--- src/rtl/digit_serial_addsub.sv ---
`default_nettype none
// ============================================================================
// Module  : digit_serial_addsub
// Brief   : Multi-cycle add/subtract, DIGIT bits per clock via a carry register.
// Revision: 1.0
// ============================================================================
module digit_serial_addsub #(
    parameter int WIDTH = 16,
    parameter int DIGIT = 4
) (
    input  logic             clk,
    input  logic             rst,
    input  logic             start,
    input  logic             sub,
    input  logic [WIDTH-1:0] a,
    input  logic [WIDTH-1:0] b,
    input  logic             c_in,
    output logic             busy,
    output logic             done,
    output logic [WIDTH-1:0] s,
    output logic             c_out,
    output logic             ovf
);
    localparam int N  = WIDTH / DIGIT;
    localparam int CW = (N > 1) ? $clog2(N) : 1;
    localparam logic [CW-1:0] LAST = CW'(N - 1);

    typedef enum logic [0:0] {
        IDLE = 1'b0,
        RUN  = 1'b1
    } state_t;

    state_t           state_q;
    logic [WIDTH-1:0] a_q;
    logic [WIDTH-1:0] b_q;
    logic [WIDTH-1:0] res_q;
    logic [WIDTH-1:0] res_d;
    logic             carry_q;
    logic [CW-1:0]    cnt_q;
    logic             busy_q;
    logic             done_q;
    logic [WIDTH-1:0] s_q;
    logic             c_out_q;
    logic             ovf_q;
    logic [DIGIT:0]   dsum;
    logic             msb_cin_d;
    logic             ovf_d;

    // Operands shift right each step, so the active digit is always the low one.
    assign dsum = {1'b0, a_q[DIGIT-1:0]} + {1'b0, b_q[DIGIT-1:0]}
                + {{DIGIT{1'b0}}, carry_q};

    // On the last step the digit's top bit is the word MSB; recover its carry-in.
    assign msb_cin_d = a_q[DIGIT-1] ^ b_q[DIGIT-1] ^ dsum[DIGIT-1];
    assign ovf_d     = msb_cin_d ^ dsum[DIGIT];

    assign res_d = WIDTH'({dsum[DIGIT-1:0], res_q} >> DIGIT);

    always_ff @(posedge clk or posedge rst) begin
        if (rst) begin
            state_q <= IDLE;
            a_q     <= '0;
            b_q     <= '0;
            res_q   <= '0;
            carry_q <= 1'b0;
            cnt_q   <= '0;
            busy_q  <= 1'b0;
            done_q  <= 1'b0;
            s_q     <= '0;
            c_out_q <= 1'b0;
            ovf_q   <= 1'b0;
        end else begin
            done_q <= 1'b0;
            case (state_q)
                IDLE: begin
                    if (start) begin
                        a_q     <= a;
                        b_q     <= sub ? ~b : b;
                        carry_q <= sub ? ~c_in : c_in;
                        cnt_q   <= '0;
                        busy_q  <= 1'b1;
                        state_q <= RUN;
                    end
                end
                RUN: begin
                    a_q     <= a_q >> DIGIT;
                    b_q     <= b_q >> DIGIT;
                    carry_q <= dsum[DIGIT];
                    res_q   <= res_d;
                    cnt_q   <= cnt_q + CW'(1);
                    if (cnt_q == LAST) begin
                        s_q     <= res_d;
                        c_out_q <= dsum[DIGIT];
                        ovf_q   <= ovf_d;
                        done_q  <= 1'b1;
                        busy_q  <= 1'b0;
                        state_q <= IDLE;
                    end
                end
                default: state_q <= IDLE;
            endcase
        end
    end

    assign busy  = busy_q;
    assign done  = done_q;
    assign s     = s_q;
    assign c_out = c_out_q;
    assign ovf   = ovf_q;

endmodule
`default_nettype wire
--- config.mk ---
export PLATFORM = sky130hd
export DESIGN_NAME = digit_serial_addsub
export DESIGN_NICKNAME = d
export VERILOG_FILES = /design/src/rtl/digit_serial_addsub.sv
export SDC_FILE = /design/constraint.sdc
export NUM_CORES = 1
export LEC_CHECK = 0
export BUFFER_PORTS_ARGS = -buffer_cell sky130_fd_sc_hd__buf_4
export CELL_PAD_IN_SITES_DETAIL_PLACEMENT = 2
export CELL_PAD_IN_SITES_GLOBAL_PLACEMENT = 2
export CORE_MARGIN = 10
export CORE_UTILIZATION = 35
export CTS_CLUSTER_DIAMETER = 100
export DETAILED_ROUTE_END_ITERATION = 8
export GPL_TIMING_DRIVEN = 0
export PLACE_DENSITY_LB_ADDON = 0.05
export SLEW_MARGIN = 20
export SYNTH_ARGS = -nofsm -noshare
export SYNTH_HDL_FRONTEND = slang
export SYNTH_SLANG_ARGS = --single-unit
--- constraint.sdc ---
create_clock -name clk -period 3.2 [get_ports clk]
set_clock_uncertainty 0.2 [all_clocks]
set_input_delay 0.8 -clock clk [delete_from_list [all_inputs] [get_ports clk]]
set_output_delay 0.8 -clock clk [all_outputs]
set_load 0.02 [all_outputs]
==> impl_metrics.tcl <==
set metrics [dict create \
    status "finished clean" \
    synth-xor-area-share_pct 5.724 \
    wl_per_cell_um 18.06 \
    fin_total_pwr_mw 3.378 \
    synth_simple_gate_area_share_pct 7.809 \
    placementRows 34 \
    peakVddDrop_v 0.0002479 \
    synthMuxAreaShare_pct 14.02 \
    cp_slowest_stage_delay_ps 460 \
    grt_pass1_wl_um 13880 \
    cp-end-kind "flop" \
    final_util_pct 44.00 \
    synth_top_family_by_area "multiplexers" \
    leakage_nw 1.804 \
    clk_path_buf_depth 2 \
    crit_top_cell "fa_1" \
    fmax_mhz 447.8 \
    final_nets 385 \
    crit_fanout 3 \
    syn_nets 319 \
    critical_path_required_ps 3220 \
    clkSlewWorstSetupHoldPaths_ps 70 \
    cts_root_buf "clkbuf_8" \
    slew_viol_final 0 \
    crit_chain "inv_1, fa_1, fa_1, nand2b_1, a21oi_2, xnor2_1, o21ai_1" \
    yosysWarnings 0 \
    place_congestion 0.7122 \
    dp_hpwl_um 6075 \
    synth_area_sq_um 3060 \
    io-pin-count 57 \
    synth_fa_ha_area_share_pct 2.944 \
    io_buffers 54 \
    overflow 0 \
    vias 2212 \
    dr.first_iter.drc_count 48 \
    slowest_stage "fa_1" \
    grt_max_degree 49 \
    relSlewSlack_pct 72.54 \
    drive_gt1_share_pct 28.82 \
    yosysSeqAreaShare_pct 55.60 \
    power_density_nw_per_um2 889.1 \
    grt_util_all_layers_pct 13.58 \
    netlist_instances 276 \
    htreeDepth 3 \
    hp-class "input pin to async pin" \
    cts_setup_buffers 0 \
    fin_tns_setup_ps 0 \
    drv_cap 0 \
    avgViaCountPerCell 4.862 \
    drt-total-wl_um 8218 \
    dieArea_sq_um 12880 \
    numCtsBuffers 9 \
    period_minus_slack_ps 2233 \
    worstMarginPinSlew_ps 411.9 \
    die_y_um 113.5 \
    syn_to_final_growth_pct 24.16 \
    cts_resized 0 \
    synth_cell_types 25 \
    synth.largest_area_cell "dfrtp_1" \
    hold_buffers 0 \
    route.antenna.remaining_nets 0 \
    grt_pass1_vias 2674 \
    core_sq_um 8636 \
    fin_crit_sh_pct 69.79 \
    rsz0062_at_grt "no" \
    critPathArrivalTime_ps 2250 \
    drc 0 \
    synth_top_area_share_pct 55.60 \
    clk_latency_ps 350 \
    initial_core_util_pct 35.44 \
    path_buf_inv 1 \
    drtPass1Iterations 4 \
    clock_sinks 68 \
    path_class "flop to flop" \
    antenna_found_initial 0 \
    syn_avg_cell_area_sq_um 11.09 \
    cp-start-kind "flop" \
    ys_ff_latch 68 \
    n_antenna_cell 0 \
    synthTopCellsByArea "dfrtp_1 (56%), o21ai_0 (5.9%), mux2i_1 (5.6%), nand2_1 (5.5%), xnor2_1 (5.2%)" \
    cts_tree "built" \
    finalHoldViolations 0 \
    synth-compound-area-share_pct 9.280 \
    critPathTopFamily "adder cells" \
    finalSetupViolations 0 \
    die_w_um 113.5 \
]
## cells by family after synthesis
logic type      Yosys count
simple gates             62
xor+xnor                 20
flops                    68
mux                      40
compound gates           53
fa+ha+maj                 6
buf+inv                  27
## Yosys cell counts
cell type	count
buf_4	2
inv_1	9
nand3b_1	1
buf_6	1
a211oi_1	4
clkbuf_1	3
buf_2	11
nor2_1	15
a21oi_2	1
o22ai_1	1
buf_8	1
xnor2_1	18
o21ai_1	7
nand2_1	45
xor2_1	2
dfrtp_1	68
o21ai_0	36
fa_1	2
mux2_2	13
mux2i_1	17
mux2_1	10
a22o_1	1
nand2b_1	1
ha_1	4
a21oi_1	3
## final cells by class
type	count	area (sq um)
clock inverter	5	27.53
inverter	9	36.28
timing repair buffer	55	432.9
sequential	68	1702
multi-input combinational	181	1217
tap	108	135.1
fill	917	4836
buffer	18	107.6
clock buffer	11	141.4
## sequential cells by signal, indices dropped and copies added (netlist names)
register	cells
b_q	16
done	1
carry_q	1
res_q	12
busy	1
a_q	16
ovf	1
state_q	1
cnt_q	2
c_out	1
s	16
## cell usage in the layout, fill, tap and decap left out, drive strengths merged, types with 2 or more instances in the layout
cell type  count
buf           70
dfrtp         68
nand2         45
o21ai         43
mux2          23
xnor2         18
mux2i         17
nor2          15
clkbuf        14
inv            9
a211oi         4
ha             4
clkinv         4
a21oi          4
xor2           2
fa             2
## power by group
part / total [mW] / switching, mW / internal (mW)
Sequential: 1.43 / 0.210 / 1.22
Combinational: 1.31 / 0.721 / 0.592
Clock: 0.631 / 0.334 / 0.297
Total: 3.38 / 1.27 / 2.11
## final timing paths
| path | from | end | slack (ps) | depth (start not counted) |
|---|---|---|---|---|
| max | a_q[0]$_DFFE_PP0P_ | ovf$_DFFE_PP0P_ | 970 | 7 |
| min reg2reg | res_q[7]$_DFFE_PP0P_ | s[3]$_DFFE_PP0P_ | 290 | 1 |
| min in group clk | res_q[7]$_DFFE_PP0P_ | s[3]$_DFFE_PP0P_ | 290 | 1 |
| max reg2reg | a_q[0]$_DFFE_PP0P_ | ovf$_DFFE_PP0P_ | 970 | 7 |
| min | rst | s[10]$_DFFE_PP0P_ | 220 | 2 |
| max in group asynchronous | rst | b_q[7]$_DFFE_PP0P_ | 2050 | 3 |
## routing by layer
metal,vias up,track usage (%),wire length [um]
li1,1051,-,-
met1,1107,15.18,3417
met2,42,23.98,4323
met3,12,3.307,326
met4,0,5.838,151
met5,-,0,0
## stage by stage
step                      cell area [sq um]  hold WS, ps  cells  setup slack, ps
final                                  3800        216.5    455            966.8
after global routing                   3800        222.0    455            862.4
after CTS                              3800        213.3    455            941.1
after detailed placement               3631        272.1    439            957.1
after global placement                 3601        263.4    438           -501.2
after floorplan                        3060        244.7    276            488.5
(Power assumes the default switching activity.)
